File: config.mk
export PLATFORM = sky130hd
export DESIGN_NAME = lowx_mem_arbiter
export DESIGN_NICKNAME = d
export VERILOG_FILES = /design/src/rtl/ceres_pkg.sv /design/src/rtl/lowx_mem_arbiter_rr_arbiter2.sv /design/src/rtl/lowx_mem_arbiter.sv
export SDC_FILE = /design/constraint.sdc
export NUM_CORES = 1
export LEC_CHECK = 0
export CAP_MARGIN = 10
export CORE_AREA = 2 2 348 350
export CTS_CLUSTER_SIZE = 24
export DETAILED_ROUTE_END_ITERATION = 8
export DIE_AREA = 0 0 350 352
export GPL_ROUTABILITY_DRIVEN = 0
export GPL_TIMING_DRIVEN = 0
export SYNTH_ARGS = -nofsm -noshare
export SYNTH_HDL_FRONTEND = slang
export SYNTH_SLANG_ARGS = --single-unit
File: constraint.sdc
create_clock -name clk_i -period 5 [get_ports clk_i]
set_input_delay 1.5 -clock clk_i [delete_from_list [all_inputs] [get_ports clk_i]]
set_output_delay 1.5 -clock clk_i [all_outputs]
set_load 0.05 [all_outputs]
File: src/rtl/ceres_pkg.sv
// ceres_pkg: shared types and constants for the ceres memory hierarchy.
//
// Contents:
//   XLEN, BLK_SIZE   address width and cache block width in bits
//   lowX_req_t       request on a lower-level memory port (cache -> memory)
//   lowX_res_t       response on a lower-level memory port (memory -> cache)
//   arb_state_e      state encoding of the lowX memory arbiter
//   ARB_ICACHE/ARB_DCACHE  requester identifiers used by the arbiter
package ceres_pkg;

  localparam int unsigned XLEN     = 32;
  localparam int unsigned BLK_SIZE = 128;

  typedef struct packed {
    logic                valid;
    logic                ready;     // requester can take a response
    logic [XLEN-1:0]     addr;
    logic [1:0]          rw_size;
    logic                rw;        // 1 = write
    logic [BLK_SIZE-1:0] data;
    logic                uncached;
  } lowX_req_t;

  typedef struct packed {
    logic                valid;
    logic                ready;
    logic [BLK_SIZE-1:0] data;
  } lowX_res_t;

  typedef enum logic [1:0] {
    IDLE  = 2'd0,
    ISSUE = 2'd1,
    WAIT  = 2'd2,
    RESP  = 2'd3
  } arb_state_e;

  localparam logic ARB_ICACHE = 1'b0;
  localparam logic ARB_DCACHE = 1'b1;

endpackage

File: src/rtl/lowx_mem_arbiter_rr_arbiter2.sv
// rr_arbiter2: two-input round-robin grant with a priority pointer.
//
// Ports:
//   clk_i, rst_ni  clock, asynchronous active-low reset
//   req_i[1:0]     request vector, bit ARB_ICACHE / bit ARB_DCACHE
//   en_i           grant allowed this cycle
//   upd_i          move the pointer away from last_i (end of a transaction)
//   last_i         requester that just finished
//   gnt_valid_o    a grant is issued this cycle
//   gnt_idx_o      index of the granted requester
module rr_arbiter2
  import ceres_pkg::*;
#(
  parameter bit RESET_PRIO = ARB_DCACHE
) (
  input  logic       clk_i,
  input  logic       rst_ni,
  input  logic [1:0] req_i,
  input  logic       en_i,
  input  logic       upd_i,
  input  logic       last_i,
  output logic       gnt_valid_o,
  output logic       gnt_idx_o
);

  // prio_q names the requester that wins when both ask at once.
  logic prio_q;
  logic prio_d;

  always_comb begin
    prio_d = prio_q;
    if (upd_i) begin
      prio_d = ~last_i;
    end
  end

  always_comb begin
    gnt_valid_o = en_i && (req_i != 2'b00);
    gnt_idx_o   = (req_i == 2'b11) ? prio_q : req_i[1];
  end

  always_ff @(posedge clk_i or negedge rst_ni) begin
    if (!rst_ni) begin
      prio_q <= RESET_PRIO;
    end else begin
      prio_q <= prio_d;
    end
  end

endmodule

File: src/rtl/lowx_mem_arbiter.sv
// lowx_mem_arbiter: shares one lower-level memory port between the icache
// and dcache. A round-robin winner is granted in IDLE (its res.ready pulses
// in the same cycle), its request is latched and presented to memory in
// ISSUE, the memory return is captured in WAIT (or ISSUE when ready and
// valid coincide), and RESP hands the captured block to the owner only.
//
// Ports:
//   clk_i, rst_ni   clock, asynchronous active-low reset
//   icache_req_i    icache lowX request     icache_res_o  response to icache
//   dcache_req_i    dcache lowX request     dcache_res_o  response to dcache
//   mem_req_o       request to memory       mem_res_i     memory response
//   busy_o          transaction in progress
//   owner_o         current/last owner (0 icache, 1 dcache)
module lowx_mem_arbiter
  import ceres_pkg::*;
#(
  parameter int unsigned XLEN         = ceres_pkg::XLEN,
  parameter int unsigned BLK_SIZE     = ceres_pkg::BLK_SIZE,
  parameter bit          DCACHE_FIRST = 1'b1
) (
  input  logic      clk_i,
  input  logic      rst_ni,
  input  lowX_req_t icache_req_i,
  output lowX_res_t icache_res_o,
  input  lowX_req_t dcache_req_i,
  output lowX_res_t dcache_res_o,
  output lowX_req_t mem_req_o,
  input  lowX_res_t mem_res_i,
  output logic      busy_o,
  output logic      owner_o
);

  // The port structs are sized by the package; the parameters must agree.
  localparam bit PARAMS_OK = (XLEN == ceres_pkg::XLEN) && (BLK_SIZE == ceres_pkg::BLK_SIZE);

  arb_state_e          state_q, state_d;
  logic                owner_q, owner_d;
  lowX_req_t           req_q, req_d;
  logic [BLK_SIZE-1:0] rdata_q, rdata_d;

  logic gnt_valid;
  logic gnt_idx;

  rr_arbiter2 #(
    .RESET_PRIO (DCACHE_FIRST)
  ) u_rr (
    .clk_i       (clk_i),
    .rst_ni      (rst_ni),
    .req_i       ({dcache_req_i.valid, icache_req_i.valid}),
    .en_i        (state_q == IDLE),
    .upd_i       (state_q == RESP),
    .last_i      (owner_q),
    .gnt_valid_o (gnt_valid),
    .gnt_idx_o   (gnt_idx)
  );

  always_comb begin
    state_d      = state_q;
    owner_d      = owner_q;
    req_d        = req_q;
    rdata_d      = rdata_q;
    icache_res_o = '0;
    dcache_res_o = '0;
    mem_req_o    = '0;

    unique case (state_q)
      IDLE: begin
        // The ready pulse is combinational on the live request so the
        // requester sees acceptance in the very cycle it is granted.
        if (gnt_valid) begin
          owner_d = gnt_idx;
          state_d = ISSUE;
          if (gnt_idx == ARB_DCACHE) begin
            req_d              = dcache_req_i;
            dcache_res_o.ready = 1'b1;
          end else begin
            req_d              = icache_req_i;
            icache_res_o.ready = 1'b1;
          end
        end
      end

      ISSUE: begin
        mem_req_o       = req_q;
        mem_req_o.valid = 1'b1;
        if (mem_res_i.ready) begin
          if (mem_res_i.valid) begin
            rdata_d = mem_res_i.data;
            state_d = RESP;
          end else begin
            state_d = WAIT;
          end
        end
      end

      WAIT: begin
        if (mem_res_i.valid) begin
          rdata_d = mem_res_i.data;
          state_d = RESP;
        end
      end

      RESP: begin
        if (owner_q == ARB_DCACHE) begin
          dcache_res_o.valid = 1'b1;
          dcache_res_o.data  = rdata_q;
        end else begin
          icache_res_o.valid = 1'b1;
          icache_res_o.data  = rdata_q;
        end
        state_d = IDLE;
      end

      default: begin
        state_d = IDLE;
      end
    endcase
  end

  always_ff @(posedge clk_i or negedge rst_ni) begin
    if (!rst_ni) begin
      state_q <= IDLE;
      owner_q <= DCACHE_FIRST;
      req_q   <= '0;
      rdata_q <= '0;
    end else begin
      state_q <= state_d;
      owner_q <= owner_d;
      req_q   <= req_d;
      rdata_q <= rdata_d;
    end
  end

  assign busy_o  = (state_q != IDLE);
  assign owner_o = owner_q;

  // Memory data only has meaning while a request is outstanding.
  a_mem_valid_window: assert property (@(posedge clk_i) disable iff (!rst_ni)
    mem_res_i.valid |-> (state_q == ISSUE || state_q == WAIT));

  a_params_match: assert property (@(posedge clk_i) PARAMS_OK);

endmodule
==> metrics.txt, run 1 <==
layout cell share with drive strength beyond 1=11.5%; WL met2=~50000 um; GRT Overall Usage=16.8%; Placement Cell Area=27100 um^2; Core ar.=between 100000 and 150000 um^2; largest cells by area after synthesis=dfrtp_1 46%, and2_1 11%, a31oi_1 6.4%; DIE HEIGHT=352 um; fill cell count=13100; Comb power frac=between 50% and 60%; post-layout util=between 20% and 30%; RSZ-0062 raised after global routing=false; final-report hold violation count=0; DR iter-0 viols=~1300; Setup CP Type=reg -> out; measured slew at the worst slew-check pin=approximately 1 ns; clk buf depth=3; Mapped Nets=roughly 2200; Yosys top cell by area=dfrtp_1; global-route wire length before repair=about 150000 um; I/O Buffers=890; largest net degree at the start of global routing=about 110; max incr delay on CP=0.85 ns; Slew Limit Fails=0; critical path's top delay family=buffers and inverters; synth warn=0; critical path data required time=roughly 3.5 ns; Final Setup Violations=0; Synth Register Bits=roughly 300; num rows=127; Clock Skew=0.0173 ns; vias per std cell=approximately 4; met1 WL=between 40000 and 50000 um; CP arrival=about 3.5 ns; CTS clk-pin slew, worst paths=about 0.06 ns; syn avg cell area=9.36 um^2; Final #Nets=~3100; sequential share of power=around 26%; minimum clock period=roughly 5 ns; Initial Utilization=13.5%; crit end category=output pin; highest routed metal layer=met5; IO Pins=between 800 and 900; WL/cell=approximately 25 um; initial antenna violation count=49; Power Internal=a little over 9000 uW; Area growth syn-to-layout=76.5%; CP Max Fanout=10; post-CTS setup buffers=0; slowest CP cell=clkdlybuf4s50_1; Fmax=201 MHz; synth cell count leaders=295 x dfrtp_1, 294 x and2_1, 170 x nor2_1; Sw Pwr=~9700 uW; CTS tree=done; post-synthesis async set-or-reset flop share=between 90% and 100%; CP Cell Sequence=ha_2 > clkbuf_2 > clkbuf_1 > and3_1 > clkdlybuf4s50_1; CTS H-Tree Depth=2; worst rel slew slack=between 30 and 40%; final WL=108000 um; cts hold-fix bufs=0; most common cell in the netlist=dfrtp_1; sequential area share after synthesis=about 46%; sum of buffers and inverters on the critical path=3; worst skew pair latency=approximately 0.6 ns; final instance area=roughly 28000 um^2; routed wl met3=~9000 um; cts bufs inserted=39; clk sinks=297; switching share of power=~51%; final worst path period share=between 90 and 100%; root buf cell=clkbuf_16; post-route ant nets=0; Horiz. Die Dim=around 350 um; GR Overflow Total=0; Synth Instances=approximately 1700; outcome=finished, final reports clean; maxcap violations=0; vias in the first global route=17800; Die ar.=between 100000 and 150000 um^2; leak pwr=0.0122 uW; synthesized area=approximately 16000 um^2; power density over the cells=around 670 nW/um^2; Clk network pwr share=between 10% and 20%; hpwl dp=90600 um; total power=19000 uW; Post-synth EDFFs=0; Hold Crit Class=reg -> reg; top-area cell type share of the netlist area=45.8%; First-pass DRT Iterations=5; vias=17800; DRC Markers=0; Synth Flop Type=dfrtp_1; startpoint types=register; Worst VDD drop=approximately 270 uV; synth unique cells=33
[cell type report]
type | instances | area, um^2 | area share (%)
antenna | 24 | 60.1 | 0.211
buffer | 184 | 941 | 3.30
clock buffer | 52 | 1070 | 3.74
clock inverter | 18 | 233 | 0.817
inverter | 6 | 22.5 | 0.0791
multi-input combinational | 1237 | 7780 | 27.3
sequential | 297 | 7430 | 26.1
tap | 1612 | 2020 | 7.08
timing repair buffer | 893 | 8920 | 31.3
[power by group through the flow]
stage	combinational [uW]	clock, uW	sequential (uW)
6_report	11100	2970	4910
5_1_grt	11700	3150	5020
4_1_cts	11200	3060	4870
3_5_place_dp	11300	0	4900
3_3_place_gp	11300	0	4880
2_1_floorplan	7210	0	4140
[worst paths after layout]
check	from	end	slack (ns)	depth (start not counted)
worst max-delay path	state_q[0]$_DFFE_PN0P_	dcache_res_o[36]	0.04	5
worst min-delay path	rdata_q[51]$_DFFE_PN0P_	rdata_q[51]$_DFFE_PN0P_	0.51	1
worst max register to register	u_rr.prio_q$_DFFE_PN1P_	req_q[35]$_DFFE_PN0P_	2.47	5
worst min register to register	rdata_q[51]$_DFFE_PN0P_	rdata_q[51]$_DFFE_PN0P_	0.51	1
max in group asynchronous	rst_ni	rdata_q[81]$_DFFE_PN0P_	2.91	3
min in group asynchronous	rst_ni	req_q[123]$_DFFE_PN0P_	0.80	1
[state kept, by name, summed over array words and instances (netlist names)]
name / cells
state_q: 2
rdata_q: 128
u_rr.prio_q: 1
owner_o: 1
req_q: 165
[metal layers]
layer  global-route usage [%]  vias up
met5                        0        -
met4                     5.68       18
met3                     4.47      214
met2                     27.4      998
met1                     21.3     8626
li1                         -     7921
[cells in the final DEF, fill, tap and decap left out, types with 4 or more instances in the layout]
cell	count
clkbuf_16	40
dlymetal6s2s_1	22
a31oi_1	165
dlygate4sd2_1	104
diode_2	24
ha_1	5
clkdlybuf4s15_2	5
a21oi_1	165
and3_1	129
and2_1	294
o21ai_1	35
mux2_2	89
clkinv_2	10
clkdlybuf4s50_1	756
mux2_4	41
bufinv_16	5
buf_2	65
buf_1	13
clkbuf_2	17
clkbuf_1	80
nor2_1	169
inv_1	5
o21ai_0	130
buf_8	4
buf_4	4
dfrtp_1	295
buf_6	12
[through the flow]
step | cells | worst slack (ns) | TNS, ns | hold WS [ns]
floorplan | 1724 | 0.519 | 0 | 0.486
global placement | 4226 | -11.89 | -3506.01 | 0.496
detailed placement | 4229 | -0.515 | -1.05 | 0.504
CTS | 4299 | 0.000476 | 0 | 0.515
global route | 4305 | 0.00548 | 0 | 0.534
finish | 4323 | 0.0353 | 0 | 0.513
[cells by family after synthesis]
| family | after synthesis | synth area share (%) |
|---|---|---|
| AO/OA/AOI/OAI | 502 | 17.0 |
| flip-flops | 297 | 46.1 |
| adder cells (fa/ha/maj) | 6 | 0.465 |
| multiplexers | 130 | 10.0 |
| buffers and inverters | 190 | 5.79 |
| AND/OR/NAND/NOR | 599 | 20.6 |
[worst reg2reg max path, delay by kind of cell (launching register included)]
family / cells / cell delay [ns]
buffers and inverters: 2 / 1.14
AOI/OAI and AO/OA: 2 / 0.44
and+or+nand+nor: 1 / 0.22
DFF: 1 / 0.66
[repair_timing]
item                                    CTS  global route
endpoints found under the setup margin  359            38
cloned                                    0             0
gates resized for setup                 141            33
No activity file was read; power rests on OpenSTA's default activity.
==> run 2: changes to the inputs <==
--- a/config.mk
+++ b/config.mk
@@ -7,2 +7,3 @@
 export LEC_CHECK = 0
+export ABC_CLOCK_PERIOD_IN_PS = 5000
 export CAP_MARGIN = 10
@@ -14,2 +15,3 @@
 export GPL_TIMING_DRIVEN = 0
+export MAX_ROUTING_LAYER = met4
 export SYNTH_ARGS = -nofsm -noshare
--- a/constraint.sdc
+++ b/constraint.sdc
@@ -3,2 +3,2 @@
 set_output_delay 1.5 -clock clk_i [all_outputs]
-set_load 0.05 [all_outputs]
+set_load 0.005 [all_outputs]
==> run 2 against run 1 <==
  * Sequential share of layout area shrank 0.056 points
  * Total power shrank 17%
  * Global-route usage grew 0.48 points
  * Critical path type unchanged
  * Non-clock buffer count shrank 1
  * Flip-flop and latch count is the same
  * Highest routed layer is now met4
  * Largest cell class unchanged
==> metrics.txt, run 2 (synthesized netlist as in run 1, its figures left out) <==
critical path data required time=3.50 ns (about the same); Area growth syn-to-layout=76.9%; commonest non-fill, non-tap cell in the layout=clkdlybuf4s50_1; leading cell types in the layout, fill and taps excluded=888 x clkdlybuf4s50_1, 295 x dfrtp_1, 294 x and2_1; vias per std cell=4.09 (-0.52%); power density over the cells=553 nW/um^2 (-17%); final cell count without fillers=4324 (+0.023%); final-report hold violation count=0 (unchanged); initial antenna violation count=49 (unchanged); total power=15800 uW (-17%); CTS clk-pin slew, worst paths=0.06 ns (about the same); largest net degree at the start of global routing=105 (unchanged); GRT Overall Usage=17.3% (+0.48 points); RSZ-0062 raised after global routing=false; Hold Path End=rdata_q[51]$_DFFE_PN0P_; CP arrival=3.44 ns (-0.02 ns); leak pwr=0.0114 uW (-7.0%); I/O Buffers=890 (unchanged); GR Overflow Total=0 (unchanged); final hold slack=0.514 ns (+0.000133 ns); post-route ant nets=0 (unchanged); cts bufs inserted=39 (unchanged); hpwl dp=90600 um (unchanged); post-layout util=23.9% (+0.051 points); Crit path top cell by count=clkbuf_1; Horiz. Die Dim=350 um (unchanged); Die ar.=123000 um^2 (unchanged); minimum clock period=4.94 ns (-0.0217 ns); Critical R2R Capture=req_q[87]$_DFFE_PN0P_; cts hold-fix bufs=0 (unchanged); max reg flops=165 (unchanged); Core ar.=119000 um^2 (unchanged); num rows=127 (unchanged); CTS H-Tree Depth=2 (unchanged); Final #Nets=3127 (-0.032%); Setup CP Type=reg -> out; Slew Limit Fails=0 (unchanged); DIE HEIGHT=352 um (unchanged); vias in the first global route=17800 (+0.056%); Final Setup Violations=0 (unchanged); Clock Skew=0.0151 ns (-0.00224 ns); Hold Crit Class=reg -> reg; R2R Path Start=state_q[0]$_DFFE_PN0P_; CP Max Fanout=10 (unchanged); clk buf depth=3 (unchanged); cells on worst reg2reg path=8 (+3); CTS tree=done; Biggest register=req_q; crit end category=output pin; DRC Markers=0 (unchanged); layout cell share with drive strength beyond 1=11.0% (-0.55 points); Worst VDD drop=234 uV (-13%); worst rel slew slack=35.3% (+2.0 points); IO Pins=892 (unchanged); outcome=finished, final reports clean; maxcap violations=0 (unchanged); Fmax=202 MHz (+0.44%); vias=17700 (-0.50%); final worst path period share=98.9% (-0.43 points); Initial Utilization=13.5% (unchanged); CP Cell Sequence=clkbuf_1 > clkbuf_1 > and3_1 > clkdlybuf4s50_1; global-route wire length before repair=145000 um (-0.33%); measured slew at the worst slew-check pin=0.970 ns (-0.0303 ns); startpoint types=register; slowest CP cell=clkbuf_1; Worst Hold Launch=rdata_q[51]$_DFFE_PN0P_; WL/cell=24.8 um (-0.27%); CP Launch Point=owner_o$_DFFE_PN1P_; worst skew pair latency=0.59 ns (about the same); clk sinks=297 (unchanged); final WL=107000 um (-0.25%); First-pass DRT Iterations=7 (+2); setup TNS=0 ns (unchanged); root buf cell=clkbuf_16; DR iter-0 viols=1383 (+8.0%); Largest regs=req_q (165), rdata_q (128), state_q (2); R2R setup slack=2.29 ns (-0.18 ns); hold path cells=1 (unchanged); placed insts=4229 (unchanged); max incr delay on CP=0.74 ns (-0.11 ns)
## run 2: cell types whose count changed in the layout (fill, tap and decap cells not counted)
cell             previous run  this run
buf_2                      65        64
clkbuf_1                   80        87
clkbuf_2                   17         8
clkbuf_4                    0         1
clkdlybuf4s15_2             5         0
clkdlybuf4s18_2             1         0
clkdlybuf4s50_1           756       888
diode_2                    24        26
dlygate4sd2_1             104         1
dlymetal6s2s_1             22         0
nor2_2                      0         1
nor2_4                      1         0
## run 2: what timing repair did
item | in CTS | in global routing
resized for setup | 9 | 9
setup buffers | 0 | 0
endpoints found under the hold margin | 0 | 0
endpoints found under the setup margin | 113 | 16
## run 2: cell type report
| type | count | area (um^2) |
|---|---|---|
| well taps | 1612 | 2020 |
| fillers | 13000 | 90800 |
| inverters | 6 | 22.5 |
| repair buffers | 893 | 8990 |
| multi-input cells | 1237 | 7770 |
| plain buffers | 183 | 930 |
| clock buffers | 52 | 1070 |
| clock inverters | 18 | 233 |
| diodes | 26 | 65.1 |
| flip-flops and latches | 297 | 7430 |
## run 2: worst max-delay path: cells and delay by family, from the launching register on
family | cells | cell delay (ns)
buffers and inverters | 3 | 1.79
flip-flops | 1 | 0.66
AND/OR/NAND/NOR | 1 | 0.39
## run 2: power by group
group / internal, uW / switching (uW) / leakage [uW]
Clock: 1760 / 1200 / 0.000641
Sequential: 3660 / 1240 / 0.00339
Combinational: 4010 / 3900 / 0.00733
## run 2: worst max-delay path by stage
stage | slack (ns) | endpoint | cells after the start
6_report | 0.06 | dcache_res_o[99] | 4
2_1_floorplan | 1.35 | icache_res_o[128] | 4
5_1_grt | 0.009 | dcache_res_o[99] | 4
3_5_place_dp | -0.21 | icache_res_o[128] | 6
4_1_cts | 0.009 | icache_res_o[44] | 7
3_3_place_gp | -11.89 | rdata_q[76]$_DFFE_PN0P_ | 1
## run 2: metal layers
metal,track usage (%),part of all wire [%]
met5,-,0
met4,5.82,3.4
met3,4.34,8.7
met2,27.4,47
met1,21.4,41
## run 2: stage by stage
| step | instance area, um^2 | setup slack, ns |
|---|---|---|
| after floorplan | 16100 | 1.35 |
| after global placement | 27100 | -11.89 |
| after detailed placement | 27100 | -0.212 |
| after CTS | 28500 | 0.00883 |
| after global routing | 28500 | 0.00895 |
| final | 28500 | 0.0570 |
